### config.mk
export PLATFORM = sky130hd
export DESIGN_NAME = mem_port_arbiter_flat
export DESIGN_NICKNAME = d
export VERILOG_FILES = /design/src/rtl/mem_port_arbiter_if.sv /design/src/rtl/mem_port_arbiter.sv /design/src/flat_wrapper.sv
export SDC_FILE = /design/constraint.sdc
export NUM_CORES = 1
export LEC_CHECK = 0
export ABC_AREA = 1
export BUFFER_PORTS_ARGS = -buffer_cell sky130_fd_sc_hd__buf_2
export CORE_AREA = 2 2 104 106
export CTS_BUF_LIST = sky130_fd_sc_hd__clkbuf_16
export CTS_CLUSTER_SIZE = 10
export DETAILED_ROUTE_END_ITERATION = 16
export DIE_AREA = 0 0 106 108
export PLACE_DENSITY = 0.82
export SLEW_MARGIN = 25
export SYNTH_ARGS = -nofsm -noshare
export SYNTH_HDL_FRONTEND = slang
export SYNTH_SLANG_ARGS = --single-unit
### constraint.sdc
create_clock -name clock_i -period 1.4 [get_ports clock_i]
set_input_delay 0.07 -clock clock_i [delete_from_list [all_inputs] [get_ports clock_i]]
set_output_delay 0.07 -clock clock_i [all_outputs]
set_load 0.005 [all_outputs]
### src/rtl/mem_port_arbiter_if.sv
// mem_port_arbiter_if
//   Bundle of the two requester handshakes (instruction fetch, data load/store)
//   and the shared memory port used by mem_port_arbiter.
//   Modports:
//     slave  - arbiter view: takes requests and mem_rdata, drives acks, read data
//              and the memory port controls.
//     master - environment view: drives requests and mem_rdata, observes the rest.
//   Signals:
//     if_req/if_addr/if_ack/if_rdata           fetch requester
//     d_req/d_we/d_addr/d_wdata/d_ack/d_rdata/d_err   data requester
//     mem_addr/mem_wdata/mem_write/mem_read/mem_rdata  unified memory port
interface mem_port_arbiter_if #(
  parameter int ADDR_W = 32,
  parameter int DATA_W = 32
);
  logic              if_req;
  logic [ADDR_W-1:0] if_addr;
  logic              if_ack;
  logic [DATA_W-1:0] if_rdata;

  logic              d_req;
  logic              d_we;
  logic [ADDR_W-1:0] d_addr;
  logic [DATA_W-1:0] d_wdata;
  logic              d_ack;
  logic [DATA_W-1:0] d_rdata;
  logic              d_err;

  logic [ADDR_W-1:0] mem_addr;
  logic [DATA_W-1:0] mem_wdata;
  logic              mem_write;
  logic              mem_read;
  logic [DATA_W-1:0] mem_rdata;

  modport slave (
    input  if_req, if_addr, d_req, d_we, d_addr, d_wdata, mem_rdata,
    output if_ack, if_rdata, d_ack, d_rdata, d_err,
           mem_addr, mem_wdata, mem_write, mem_read
  );

  modport master (
    output if_req, if_addr, d_req, d_we, d_addr, d_wdata, mem_rdata,
    input  if_ack, if_rdata, d_ack, d_rdata, d_err,
           mem_addr, mem_wdata, mem_write, mem_read
  );
endinterface

### src/rtl/mem_port_arbiter.sv
// mem_port_arbiter
//   Shares one unified instruction/data memory port between instruction fetch
//   (read-only) and data load/store. Each access takes three cycles: arbitrate
//   in IDLE, drive the memory port for one cycle in ACCESS (capturing read data
//   at its closing edge), then pulse the granted ack in RESP.
//   Ports:
//     clock_i  - single clock, all state on posedge
//     reset_i  - synchronous, active-high
//     port_if  - mem_port_arbiter_if.slave (requesters + memory port)
//     busy_o   - high whenever the FSM is not in IDLE
//   Build option:
//     MEM_ARB_RR_EN - when defined, simultaneous requests alternate using a
//                     last-grant register (resets to DATA); otherwise DATA
//                     always wins a tie.
//
//   state  | meaning
//   IDLE   | waiting for a request; picks the grant
//   ACCESS | memory port driven for the granted requester; read data captured
//   RESP   | granted ack pulsed; returns to IDLE
module mem_port_arbiter #(
  parameter int ADDR_W = 32,
  parameter int DATA_W = 32
) (
  input  logic                clock_i,
  input  logic                reset_i,
  mem_port_arbiter_if.slave   port_if,
  output logic                busy_o
);

  typedef enum logic [1:0] {ST_IDLE, ST_ACCESS, ST_RESP} state_e;
  typedef enum logic [1:0] {GNT_NONE, GNT_FETCH, GNT_DATA} grant_e;

  state_e            state_q, state_d;
  grant_e            grant_q, grant_d;
  logic [DATA_W-1:0] if_rdata_q, if_rdata_d;
  logic [DATA_W-1:0] d_rdata_q, d_rdata_d;
  logic              d_err_q, d_err_d;

  logic [ADDR_W-1:0] mem_addr;
  logic [DATA_W-1:0] mem_wdata;
  logic              mem_write;
  logic              mem_read;
  logic              if_ack;
  logic              d_ack;
  logic              d_misaligned;
  grant_e            pick;

`ifdef MEM_ARB_RR_EN
  logic              last_data_q, last_data_d;
`endif

  assign d_misaligned = (port_if.d_addr[1:0] != 2'b00);

  // Winner of the IDLE arbitration, only meaningful when someone is requesting.
`ifdef MEM_ARB_RR_EN
  always_comb begin
    pick = GNT_NONE;
    if (port_if.d_req && port_if.if_req) begin
      pick = last_data_q ? GNT_FETCH : GNT_DATA;
    end else if (port_if.d_req) begin
      pick = GNT_DATA;
    end else if (port_if.if_req) begin
      pick = GNT_FETCH;
    end
  end
`else
  always_comb begin
    pick = GNT_NONE;
    if (port_if.d_req) begin
      pick = GNT_DATA;
    end else if (port_if.if_req) begin
      pick = GNT_FETCH;
    end
  end
`endif

  always_comb begin
    state_d    = state_q;
    grant_d    = grant_q;
    if_rdata_d = if_rdata_q;
    d_rdata_d  = d_rdata_q;
    d_err_d    = d_err_q;
    mem_addr   = '0;
    mem_wdata  = '0;
    mem_write  = 1'b0;
    mem_read   = 1'b0;
    if_ack     = 1'b0;
    d_ack      = 1'b0;
`ifdef MEM_ARB_RR_EN
    last_data_d = last_data_q;
`endif

    case (state_q)
      ST_IDLE: begin
        if (pick != GNT_NONE) begin
          grant_d = pick;
          state_d = ST_ACCESS;
`ifdef MEM_ARB_RR_EN
          last_data_d = (pick == GNT_DATA);
`endif
        end
      end

      ST_ACCESS: begin
        state_d = ST_RESP;
        if (grant_q == GNT_FETCH) begin
          // Fetch ignores the byte offset: always a whole aligned word.
          mem_addr   = port_if.if_addr & ~(ADDR_W'(3));
          mem_read   = 1'b1;
          if_rdata_d = port_if.mem_rdata;
        end else begin
          mem_addr  = port_if.d_addr;
          mem_wdata = port_if.d_wdata;
          // A misaligned data access never touches memory and reports an error.
          mem_read  = !port_if.d_we && !d_misaligned;
          mem_write = port_if.d_we && !d_misaligned;
          d_err_d   = d_misaligned;
          d_rdata_d = (port_if.d_we || d_misaligned) ? '0 : port_if.mem_rdata;
        end
      end

      ST_RESP: begin
        if_ack  = (grant_q == GNT_FETCH);
        d_ack   = (grant_q == GNT_DATA);
        grant_d = GNT_NONE;
        state_d = ST_IDLE;
      end

      default: begin
        state_d = ST_IDLE;
        grant_d = GNT_NONE;
      end
    endcase

    // Reset is synchronous, so the current cycle is still live: keep a store
    // from landing and an ack from escaping while reset is high.
    if (reset_i) begin
      mem_addr  = '0;
      mem_wdata = '0;
      mem_write = 1'b0;
      mem_read  = 1'b0;
      if_ack    = 1'b0;
      d_ack     = 1'b0;
    end
  end

  always_ff @(posedge clock_i) begin
    if (reset_i) begin
      state_q    <= ST_IDLE;
      grant_q    <= GNT_NONE;
      if_rdata_q <= '0;
      d_rdata_q  <= '0;
      d_err_q    <= 1'b0;
    end else begin
      state_q    <= state_d;
      grant_q    <= grant_d;
      if_rdata_q <= if_rdata_d;
      d_rdata_q  <= d_rdata_d;
      d_err_q    <= d_err_d;
    end
  end

`ifdef MEM_ARB_RR_EN
  always_ff @(posedge clock_i) begin
    if (reset_i) begin
      last_data_q <= 1'b1;
    end else begin
      last_data_q <= last_data_d;
    end
  end
`endif

  assign port_if.mem_addr  = mem_addr;
  assign port_if.mem_wdata = mem_wdata;
  assign port_if.mem_write = mem_write;
  assign port_if.mem_read  = mem_read;
  assign port_if.if_ack    = if_ack;
  assign port_if.d_ack     = d_ack;
  assign port_if.if_rdata  = if_rdata_q;
  assign port_if.d_rdata   = d_rdata_q;
  // The error register holds its value between accesses; expose it only with the ack.
  assign port_if.d_err     = d_err_q & d_ack;
  assign busy_o            = (state_q != ST_IDLE);

endmodule

### src/flat_wrapper.sv
// flat-port wrapper written by rule: the top's interface ports become plain ports
module mem_port_arbiter_flat 
#(
  parameter int ADDR_W = 32,
  parameter int DATA_W = 32
)
  (clock_i, reset_i, busy_o, port_if_if_req, port_if_if_addr, port_if_d_req, port_if_d_we, port_if_d_addr, port_if_d_wdata, port_if_mem_rdata, port_if_if_ack, port_if_if_rdata, port_if_d_ack, port_if_d_rdata, port_if_d_err, port_if_mem_addr, port_if_mem_wdata, port_if_mem_write, port_if_mem_read);
  mem_port_arbiter_if #(.ADDR_W(ADDR_W), .DATA_W(DATA_W)) port_if_i ();
  input  logic clock_i;
  input  logic reset_i;
  output logic busy_o;
  input wire logic [$bits(port_if_i.if_req)-1:0] port_if_if_req;
  input wire logic [$bits(port_if_i.if_addr)-1:0] port_if_if_addr;
  input wire logic [$bits(port_if_i.d_req)-1:0] port_if_d_req;
  input wire logic [$bits(port_if_i.d_we)-1:0] port_if_d_we;
  input wire logic [$bits(port_if_i.d_addr)-1:0] port_if_d_addr;
  input wire logic [$bits(port_if_i.d_wdata)-1:0] port_if_d_wdata;
  input wire logic [$bits(port_if_i.mem_rdata)-1:0] port_if_mem_rdata;
  output wire logic [$bits(port_if_i.if_ack)-1:0] port_if_if_ack;
  output wire logic [$bits(port_if_i.if_rdata)-1:0] port_if_if_rdata;
  output wire logic [$bits(port_if_i.d_ack)-1:0] port_if_d_ack;
  output wire logic [$bits(port_if_i.d_rdata)-1:0] port_if_d_rdata;
  output wire logic [$bits(port_if_i.d_err)-1:0] port_if_d_err;
  output wire logic [$bits(port_if_i.mem_addr)-1:0] port_if_mem_addr;
  output wire logic [$bits(port_if_i.mem_wdata)-1:0] port_if_mem_wdata;
  output wire logic [$bits(port_if_i.mem_write)-1:0] port_if_mem_write;
  output wire logic [$bits(port_if_i.mem_read)-1:0] port_if_mem_read;
  assign port_if_i.if_req = port_if_if_req;
  assign port_if_i.if_addr = port_if_if_addr;
  assign port_if_i.d_req = port_if_d_req;
  assign port_if_i.d_we = port_if_d_we;
  assign port_if_i.d_addr = port_if_d_addr;
  assign port_if_i.d_wdata = port_if_d_wdata;
  assign port_if_i.mem_rdata = port_if_mem_rdata;
  assign port_if_if_ack = port_if_i.if_ack;
  assign port_if_if_rdata = port_if_i.if_rdata;
  assign port_if_d_ack = port_if_i.d_ack;
  assign port_if_d_rdata = port_if_i.d_rdata;
  assign port_if_d_err = port_if_i.d_err;
  assign port_if_mem_addr = port_if_i.mem_addr;
  assign port_if_mem_wdata = port_if_i.mem_wdata;
  assign port_if_mem_write = port_if_i.mem_write;
  assign port_if_mem_read = port_if_i.mem_read;
  mem_port_arbiter #(.ADDR_W(ADDR_W), .DATA_W(DATA_W)) u_core (.clock_i(clock_i), .reset_i(reset_i), .port_if(port_if_i), .busy_o(busy_o));
endmodule
==> impl_metrics.env, run 1 <==
export IMPL_fill_cells=844
export IMPL_final_common_cell="buf_2"
export IMPL_placed_area_mm2=0.00515
export IMPL_worst_slack_ns=-0.237
export IMPL_finalSetupViolCount=95
export IMPL_mostFrequentLayoutCells="buf_2, nor2_1, dfxtp_1"
export IMPL_antenna_left=0
export IMPL_ys_seq_area_share_pct=37.5
export IMPL_fp_dieArea_mm2=0.0114
export IMPL_worst_r2r_setup_slack_ns=-0.05
export IMPL_row_count=37
export IMPL_die_y_um=108
export IMPL_rsz0062_at_grt="yes"
export IMPL_worstRegToRegCells=9
export IMPL_drt_first_pass_iters=4
export IMPL_maxSlewHeadroom_pct=77.0
export IMPL_finalMaxSlewViolations=0
export IMPL_final_cell_area_mm2=0.00681
export IMPL_grt_max_degree=36
export IMPL_num_antenna_cells=0
export IMPL_grt_pass1_wl_um=23900
export IMPL_critPathArrivalTime_ns=1.57
export IMPL_synth_seq_cells=69
export IMPL_post_route_period_util_pct=117
export IMPL_syn_nets=734
export IMPL_drtIter0Drc=322
export IMPL_track_usage_pct=26.3
export IMPL_gp_congestion=0.904
export IMPL_worstPathMaxFanout=8
export IMPL_drive_above_1_share_pct=51.7
export IMPL_min_to="u_core.port_if.if_rdata[19]"
export IMPL_critPathBufInv=4
export IMPL_end_kind="output port"
export IMPL_leakage_uw=0.00352
export IMPL_required_ns=1.33
export IMPL_worst_skew_pair_late_latency_ns=0.33
export IMPL_cp_slowest_cell="dfxtp_4"
export IMPL_pwr_density_cell_mw_per_mm2=849
export IMPL_syn_inst=601
export IMPL_worst_path_most_repeated_cell="buf_12"
export IMPL_fmax_mhz=611
export IMPL_vdd_drop_max_mv=0.606
export IMPL_numCtsBuffers=9
export IMPL_ios=267
export IMPL_start_kind="register"
export IMPL_finalCoreUtilization_pct=66.6
export IMPL_port_buffers=264
export IMPL_hp_start="port_if_mem_rdata[19]"
export IMPL_reg2reg_from="u_core.grant_q[0]"
export IMPL_critPathKind="reg -> out"
export IMPL_clk_pin_slew_ns=0.06
export IMPL_cts_buffer_depth=2
export IMPL_violations="negative setup slack"
export IMPL_start_util_pct=36.0
export IMPL_dieWidth_um=106
export IMPL_nNetsFinal=1039
export IMPL_place_hpwl_um=10200
export IMPL_route_vias_total=5128
export IMPL_drc_errors=0
export IMPL_cp_top_family="buffers and inverters"
export IMPL_yosys_warnings=0
export IMPL_antenna_found_initial=0
export IMPL_cts_root_buffer="clkbuf_16"
export IMPL_avgRoutedWirePerCell_um=15.9
export IMPL_status="complete, but fails checks"
export IMPL_core_mm2=0.0102
export IMPL_clock_sinks=69
export IMPL_hold_depth=3
export IMPL_regArea_mm2=0.00139
export IMPL_netlist_area_mm2=0.00368
export IMPL_tns_ns=-12.17
export IMPL_cts_tree="built"
export IMPL_multi_input_area_mm2=0.00246
export IMPL_finalWirelength_um=16700
export IMPL_min_path_type="in -> reg"
export IMPL_tightest_slew_ns=0.345
export IMPL_drt_vias_per_instance=4.90
export IMPL_grt_pass1_vias=4706
export IMPL_syn_area_per_cell_um2=6.13
export IMPL_hold_violations=0
export IMPL_crit_path_cell_trace="buf_12 > nor2_8 > nand2_4 > clkinv_8 > buf_12 > nand2_1 > a21oi_2 > buf_2"
export IMPL_period_minus_slack_ns=1.64
export IMPL_h_tree_depth=3
export IMPL_grt_overflow=0
export IMPL_ys_types=20
export IMPL_slowest_delay_ns=0.36
export IMPL_r2r_end="u_core.port_if.if_rdata[14]"
export IMPL_clock_skew_final_ns=0.00961
export IMPL_areaGrowthSynthToFinish_pct=85.0
export IMPL_maxCapViolations=0
## registers in the layout (all words and copies together) (netlist names)
name and count:
u_core.port_if.d_rdata 32, u_core.port_if.if_rdata 32, u_core.grant_q 2, u_core.state_q 2, u_core.d_err_q 1
## layout make-up
cell class / count / share of cell area (%)
Multi-Input combinational cell: 443 / 36.2
Timing Repair Buffer: 338 / 33.3
Tap cell: 136 / 2.50
Sequential cell: 69 / 20.4
Clock buffer: 9 / 3.31
Clock inverter: 7 / 1.43
Inverter: 45 / 2.88
## cells by family after synthesis
kind of cell | after synthesis | synth area share [%]
AND/OR/NAND/NOR | 345 | 38.0
AO/OA/AOI/OAI | 98 | 13.3
buffers and inverters | 89 | 11.2
flip-flops | 69 | 37.5
## what timing repair did
| item | 4_1_cts | 5_1_grt |
|---|---|---|
| setup endpoints to repair | 68 | 121 |
| buffers inserted | 14 | 9 |
| hold buffers | 22 | 0 |
| endpoints found under the hold margin | 22 | 0 |
| pin swaps | 23 | 24 |
| cloned | 7 | 6 |
| resized for setup | 89 | 124 |
## per-stage QoR
step	power (µW)	setup WS (ns)	hold WS, ns	cells
2_1_floorplan	2480	0.259	0.155	601
3_3_place_gp	2900	-0.105	0.310	978
3_5_place_dp	2910	-0.0933	0.316	978
4_1_cts	5600	-0.280	0.000178	1035
5_1_grt	6010	-0.307	0.0146	1047
6_report	5780	-0.237	0.00569	1047
## tightest hold or removal path: stages
cell	delay (ns)
buf_2	0.10
nor2_2	0.04
nor2_1	0.09
## cells in the mapped netlist
cell type  count  area [µm²]
dfxtp_1       69        1380
buf_1          4        15.0
and2_1         1        6.26
nor2_2         2        12.5
a21oi_1       64         320
nand2_1      100         375
clkbuf_1      11        41.3
inv_2          4        15.0
nand3_1       34         170
nor3_1         3        15.0
nor2_8         2        40.0
o21ai_0       34         170
buf_6          4        45.0
inv_1         40         150
buf_2         18        90.1
nand2_2        1        6.26
nand2_4        2        22.5
nor2_1       200         751
buf_4          7        52.6
clkinv_1       1        3.75
## per-layer routing
metal | GRT usage [%] | share of wire (%) | wire [µm]
met5 | 0 | 0 | 0
met4 | 13.4 | 4.5 | 748
met3 | 6.21 | 7.2 | 1200
met2 | 46.0 | 50 | 8360
met1 | 30.1 | 38 | 6350
## worst max path at each step
stage                            startpoint  slack (ns)  cells past startpoint                         end
after floorplan           u_core.grant_q[1]        0.26                      6  u_core.port_if.d_rdata[10]
after global placement    u_core.state_q[1]       -0.10                      7        port_if_mem_addr[31]
after detailed placement  u_core.state_q[1]       -0.09                      7        port_if_mem_addr[31]
after CTS                 u_core.state_q[1]       -0.28                      9         port_if_mem_addr[4]
after global routing      u_core.grant_q[1]       -0.31                      8        port_if_mem_addr[30]
final                     u_core.state_q[1]       -0.24                      8        port_if_mem_addr[21]
## power breakdown
part	leakage (µW)	switching [µW]	internal [µW]
Combinational	0.00281	690	583
Clock	0.000154	906	1570
Sequential	0.000560	27.4	2010
Total	0.00352	1620	4160
Power figures use the tool's default switching activity.
==> inputs of run 2 (changes only) <==
--- a/config.mk
+++ b/config.mk
@@ -7,12 +7,12 @@
 export LEC_CHECK = 0
 export ABC_AREA = 1
 export BUFFER_PORTS_ARGS = -buffer_cell sky130_fd_sc_hd__buf_2
-export CORE_AREA = 2 2 104 106
+export CORE_AREA = 2 2 103 105
 export CTS_BUF_LIST = sky130_fd_sc_hd__clkbuf_16
 export CTS_CLUSTER_SIZE = 10
 export DETAILED_ROUTE_END_ITERATION = 16
-export DIE_AREA = 0 0 106 108
-export PLACE_DENSITY = 0.82
+export DIE_AREA = 0 0 105 107
+export PLACE_DENSITY = 0.83
 export SLEW_MARGIN = 25
 export SYNTH_ARGS = -nofsm -noshare
 export SYNTH_HDL_FRONTEND = slang
==> constraint.sdc (replaced) <==
create_clock -name clock_i -period 2.1 [get_ports clock_i]
set_input_delay 0.105 -clock clock_i [delete_from_list [all_inputs] [get_ports clock_i]]
set_output_delay 0.105 -clock clock_i [all_outputs]
set_load 0.005 [all_outputs]
==> impl_metrics.env, run 2 (synthesis results as in run 1) <==
export IMPL_status="completed"
export IMPL_critPathKind="reg -> out"
export IMPL_drt_first_pass_iters=4
export IMPL_areaGrowthSynthToFinish_pct=44.9
export IMPL_wl_met3_um=1100
export IMPL_cts_buffer_depth=2
export IMPL_gp_congestion=0.851
export IMPL_worstRegToRegCells=6
export IMPL_cts_tree="built"
export IMPL_slowest_delay_ns=0.41
export IMPL_clock_skew_final_ns=0.00717
export IMPL_antenna_found_initial=1
export IMPL_clock_sinks=69
export IMPL_grt_pass1_vias=4071
export IMPL_drc_errors=0
export IMPL_core_mm2=0.0101
export IMPL_highest_layer="met4"
export IMPL_crit_cells=6
export IMPL_pwr_density_cell_mw_per_mm2=630
export IMPL_clk_pin_slew_ns=0.06
export IMPL_finalWirelength_um=13400
export IMPL_nNetsFinal=978
export IMPL_start_kind="register"
export IMPL_row_count=37
export IMPL_place_hpwl_um=9640
export IMPL_cts_setup_buffers=0
export IMPL_fmax_mhz=512
export IMPL_antenna_left=0
export IMPL_mostFrequentLayoutCells="buf_2, nor2_1, nand2_1"
export IMPL_die_y_um=107
export IMPL_wl_met2_um=6490
export IMPL_maxCapViolations=0
export IMPL_critPathArrivalTime_ns=1.85
export IMPL_grt_max_degree=45
export IMPL_vdd_drop_max_mv=0.450
export IMPL_drt_vias_per_instance=4.63
export IMPL_ios=267
export IMPL_numCtsBuffers=9
export IMPL_crit_path_cell_trace="inv_1 > nand2_8 > nor2_8 > nand2_1 > a21oi_1 > buf_2"
export IMPL_worst_skew_pair_late_latency_ns=0.32
export IMPL_finalSetupViolCount=0
export IMPL_wl_met1_um=5550
export IMPL_critPathBufInv=2
export IMPL_hold_violations=0
export IMPL_fp_dieArea_mm2=0.0112
export IMPL_route_vias_total=4569
export IMPL_grt_pass1_wl_um=20400
export IMPL_start_util_pct=36.5
export IMPL_end_kind="output port"
export IMPL_port_buffers=264
export IMPL_maxSlewHeadroom_pct=66.4
export IMPL_cp_top_family="simple AND/OR/NAND/NOR gates"
export IMPL_placed_area_mm2=0.00502
export IMPL_grt_overflow=0
export IMPL_required_ns=2.00
export IMPL_avgRoutedWirePerCell_um=13.6
export IMPL_hold_depth=3
export IMPL_tns_ns=0
export IMPL_drive_above_1_share_pct=35.6
export IMPL_leakage_uw=0.00287
export IMPL_post_route_period_util_pct=93.0
export IMPL_tightest_slew_ns=0.503
export IMPL_rsz0062_at_grt="no"
export IMPL_drtIter0Drc=359
export IMPL_h_tree_depth=3
export IMPL_finalMaxSlewViolations=0
export IMPL_min_path_type="in -> reg"
export IMPL_final_common_cell="buf_2"
export IMPL_final_cell_area_mm2=0.00534
export IMPL_worstPathMaxFanout=31
export IMPL_cts_root_buffer="clkbuf_16"
export IMPL_dieWidth_um=105
export IMPL_cp_slowest_cell="nor2_8"
export IMPL_period_minus_slack_ns=1.95
export IMPL_totalPowerFinal_uw=3360
export IMPL_track_usage_pct=22.5
==> run 2: changes by cell type in the layout (fill, tap and decap cells not counted), moves of 20 or more <==
cell,delta
a21oi_2,-28
nor2_1,+46
nand2_4,-28
dlygate4sd3_1,-20
nand2_1,+48
nand2_2,-20
a21oi_1,+29
nor2_2,-31
==> run 2: tightest hold or removal path, delay by kind of cell <==
kind                   cells  cell delay (ns)
buffers and inverters      1             0.09
AND/OR/NAND/NOR            2             0.12
==> run 2: stage by stage <==
step           util (%)  cells  hold slack [ns]  worst slack, ns
4_1_cts            52.6    984          0.00170           0.0229
3_5_place_dp       49.8    969            0.338            0.338
3_3_place_gp       49.8    969            0.328            0.367
2_1_floorplan         -    601            0.190            0.941
5_1_grt            52.9    986           0.0308           0.0107
6_report           52.9    986           0.0263            0.148
==> run 2: worst paths after layout <==
kind / slack (ns) / endpoint / from
worst min register to register: 0.49 / u_core.d_err_q / u_core.d_err_q
worst max-delay path: 0.15 / port_if_mem_addr[31] / u_core.grant_q[1]
worst min-delay path: 0.03 / u_core.port_if.if_rdata[10] / port_if_mem_rdata[10]
worst max register to register: 0.32 / u_core.port_if.if_rdata[3] / u_core.grant_q[1]
==> run 2: metal layers <==
| layer | vias to the layer above | GRT usage [%] |
|---|---|---|
| li1 | 2353 | - |
| met1 | 2028 | 25.8 |
| met2 | 167 | 39.6 |
| met3 | 21 | 7.54 |
| met4 | 0 | 7.24 |
| met5 | - | 0 |
==> run 2: cell type report <==
type,count,area [µm²]
Antenna cell,1,2.50
Clock buffer,9,225
Clock inverter,6,65.1
Fill cell,1050,4750
Inverter,45,171
Multi-Input combinational cell,443,1900
Sequential cell,69,1380
Tap cell,136,170
Timing Repair Buffer,277,1430
==> run 2: power breakdown <==
part           total (µW)  internal (µW)  switching, µW
logic                 531            213            318
registers            1360           1340           18.9
clock network        1480            912            564
==> run 2: timing repair <==
action	4_1_cts	5_1_grt
endpoints found under the setup margin	0	30
resized for setup	0	4
hold endpoints to repair	0	1
hold buffers	0	1
==> inputs of run 3 (changes only) <==
--- a/config.mk
+++ b/config.mk
@@ -5,14 +5,13 @@
 export SDC_FILE = /design/constraint.sdc
 export NUM_CORES = 1
 export LEC_CHECK = 0
-export ABC_AREA = 1
 export BUFFER_PORTS_ARGS = -buffer_cell sky130_fd_sc_hd__buf_2
-export CORE_AREA = 2 2 103 105
+export CORE_AREA = 2 2 104 106
 export CTS_BUF_LIST = sky130_fd_sc_hd__clkbuf_16
 export CTS_CLUSTER_SIZE = 10
 export DETAILED_ROUTE_END_ITERATION = 16
-export DIE_AREA = 0 0 105 107
-export PLACE_DENSITY = 0.83
+export DIE_AREA = 0 0 106 108
+export PLACE_DENSITY = 0.79
 export SLEW_MARGIN = 25
 export SYNTH_ARGS = -nofsm -noshare
 export SYNTH_HDL_FRONTEND = slang
==> impl_metrics.env, run 3 <==
export IMPL_grt_pass1_vias=3993
export IMPL_dp_cells=833
export IMPL_synthFlopType="dfxtp_1"
export IMPL_drtIter0Drc=211
export IMPL_grt_pass1_wl_um=19800
export IMPL_min_path_type="in -> reg"
export IMPL_start_kind="register"
export IMPL_drc_errors=0
export IMPL_cp_top_family="simple AND/OR/NAND/NOR gates"
export IMPL_syn_nets=601
export IMPL_final_cell_area_mm2=0.00520
export IMPL_antenna_left=0
export IMPL_fp_dieArea_mm2=0.0114
export IMPL_yosys_warnings=0
export IMPL_areaGrowthSynthToFinish_pct=51.8
export IMPL_tns_ns=0
export IMPL_use_met2_pct=39.2
export IMPL_start_util_pct=33.4
export IMPL_ys_seq_area_share_pct=40.4
export IMPL_slowest_delay_ns=0.48
export IMPL_gp_congestion=0.837
export IMPL_critPathBufInv=2
export IMPL_worstRegToRegCells=5
export IMPL_route_vias_total=4281
export IMPL_numCtsBuffers=9
export IMPL_hold_violations=0
export IMPL_grt_overflow=0
export IMPL_fmax_mhz=521
export IMPL_port_buffers=264
export IMPL_status="completed"
export IMPL_worstPathMaxFanout=32
export IMPL_clock_sinks=69
export IMPL_syn_area_per_cell_um2=7.31
export IMPL_hp_start="port_if_mem_rdata[10]"
export IMPL_avgRoutedWirePerCell_um=15.0
export IMPL_grt_use_met3_pct=5.00
export IMPL_end_kind="output port"
export IMPL_row_count=37
export IMPL_place_hpwl_um=9410
export IMPL_core_mm2=0.0102
export IMPL_cts_buffer_depth=2
export IMPL_nNetsFinal=843
export IMPL_drt_first_pass_iters=4
export IMPL_finalMaxSlewViolations=0
export IMPL_clk_pin_slew_ns=0.06
export IMPL_placed_area_mm2=0.00480
export IMPL_required_ns=2.00
export IMPL_rsz0062_at_grt="no"
export IMPL_min_to="u_core.port_if.if_rdata[10]"
export IMPL_cts_root_buffer="clkbuf_16"
export IMPL_crit_path_cell_trace="and4bb_4 > buf_12 > nand2_1 > a21oi_1 > buf_2"
export IMPL_post_route_period_util_pct=91.4
export IMPL_pwr_density_cell_mw_per_mm2=713
export IMPL_reg2reg_from="u_core.state_q[0]"
export IMPL_num_antenna_cells=0
export IMPL_leakage_uw=0.00258
export IMPL_netlist_area_mm2=0.00342
export IMPL_r2r_end="u_core.port_if.d_rdata[0]"
export IMPL_ys_types=28
export IMPL_hold_buffers=0
export IMPL_worst_r2r_setup_slack_ns=0.55
export IMPL_period_minus_slack_ns=1.92
export IMPL_crit_start="u_core.state_q[0]"
export IMPL_critPathKind="reg -> out"
export IMPL_synth_seq_cells=69
export IMPL_synth_edf_count=0
export IMPL_drive_above_1_share_pct=42.5
export IMPL_antenna_found_initial=0
export IMPL_worst_skew_pair_late_latency_ns=0.32
export IMPL_hold_depth=3
export IMPL_synth_top_cell_area_share_pct=40.4
export IMPL_tightest_slew_ns=0.452
export IMPL_drt_vias_per_instance=5.03
export IMPL_finalWirelength_um=12800
export IMPL_critPathArrivalTime_ns=1.81
export IMPL_synth_common_cells="a21oi_1, nand2_1, dfxtp_1"
export IMPL_maxSlewHeadroom_pct=69.8
export IMPL_mostFrequentLayoutCells="buf_2, nand2_1, a21oi_1"
export IMPL_die_y_um=108
export IMPL_synthTopCellsByArea="dfxtp_1, a21oi_1, nand2_1, and3_1, nand4_1"
export IMPL_finalSetupViolCount=0
export IMPL_clock_skew_final_ns=0.00458
export IMPL_cts_tree="built"
export IMPL_stdcell_count=851
export IMPL_cp_slowest_cell="dfxtp_1"
export IMPL_use_met1_pct=25.4
export IMPL_dieWidth_um=106
export IMPL_track_usage_pct=21.7
export IMPL_ios=267
export IMPL_final_common_cell="buf_2"
export IMPL_syn_inst=468
export IMPL_fill_cells=1052
export IMPL_busiest_layer="met2"
export IMPL_synth_top_area_cell="dfxtp_1"
export IMPL_h_tree_depth=3
export IMPL_grt_max_degree=77
export IMPL_synth_async_reset_ratio_pct=0
export IMPL_maxCapViolations=0
export IMPL_vdd_drop_max_mv=0.472
## run 3: cell count changes in the layout (fill, tap and decap cells not counted), moves of 3 or more
cell and change:
buf_4 +6, and3_1 +34, nand4_1 +32, nor2_1 -194, buf_12 +4, inv_2 -3, nand3_1 -4, nand2_1 -4
a21oi_1 +32, bufinv_16 +3, inv_1 -38
## run 3: cell families (layout without fill, tap and decap cells)
kind of cell	after synthesis	after routing	share of synthesized area (%)
AO/OA/AOI/OAI	130	130	19.2
buffers and inverters	55	302	9.18
flip-flops	69	69	40.4
AND/OR/NAND/NOR	214	214	31.2
## run 3: final cells by class
| class | instances | area (µm²) | share of cell area [%] |
|---|---|---|---|
| Clock inverter | 7 | 136 | 2.62 |
| Tap cell | 136 | 170 | 3.27 |
| Timing Repair Buffer | 284 | 1520 | 29.3 |
| Inverter | 2 | 7.51 | 0.144 |
| Clock buffer | 9 | 225 | 4.33 |
| Sequential cell | 69 | 1380 | 26.6 |
| Multi-Input combinational cell | 344 | 1750 | 33.7 |
## run 3: metrics by stage
stage / setup WS, ns / hold slack, ns / total power (µW) / util (%)
6_report: 0.182 / 0.0315 / 3710 / 50.8
5_1_grt: 0.0176 / 0.0254 / 3860 / 50.8
4_1_cts: 0.0704 / 0.0179 / 3740 / 50.5
3_5_place_dp: 0.418 / 0.366 / 1890 / 46.9
3_3_place_gp: 0.449 / 0.359 / 1880 / 46.9
2_1_floorplan: 0.831 / 0.241 / 1630 / -
## run 3: report_power, final
group          leakage (µW)  internal [µW]  switching [µW]
clock network      0.000175           1280             560
logic               0.00184            234             282
registers          0.000557           1330            20.6
total               0.00258           2840             863
## run 3: what timing repair did
action	4_1_cts	5_1_grt
gates resized for setup	0	1
setup endpoints to repair	0	12
buffers inserted	0	2
## run 3: worst max-delay path by stage
stage / to / slack (ns) / cells past startpoint
2_1_floorplan: port_if_d_err / 0.83 / 4
3_3_place_gp: port_if_mem_addr[24] / 0.45 / 5
3_5_place_dp: u_core.port_if.d_rdata[0] / 0.42 / 5
4_1_cts: port_if_mem_addr[24] / 0.07 / 5
5_1_grt: port_if_mem_addr[31] / 0.02 / 5
6_report: port_if_mem_addr[24] / 0.18 / 5
## run 3: layer usage
| layer | routed length, µm | part of all wire, % |
|---|---|---|
| met5 | 0 | 0 |
| met4 | 248 | 1.9 |
| met3 | 897 | 7.0 |
| met2 | 6440 | 50 |
| met1 | 5220 | 41 |
## run 3: worst min-delay path: stages
cell     delay [ns]
buf_2          0.11
nand2_1        0.05
a21oi_1        0.05
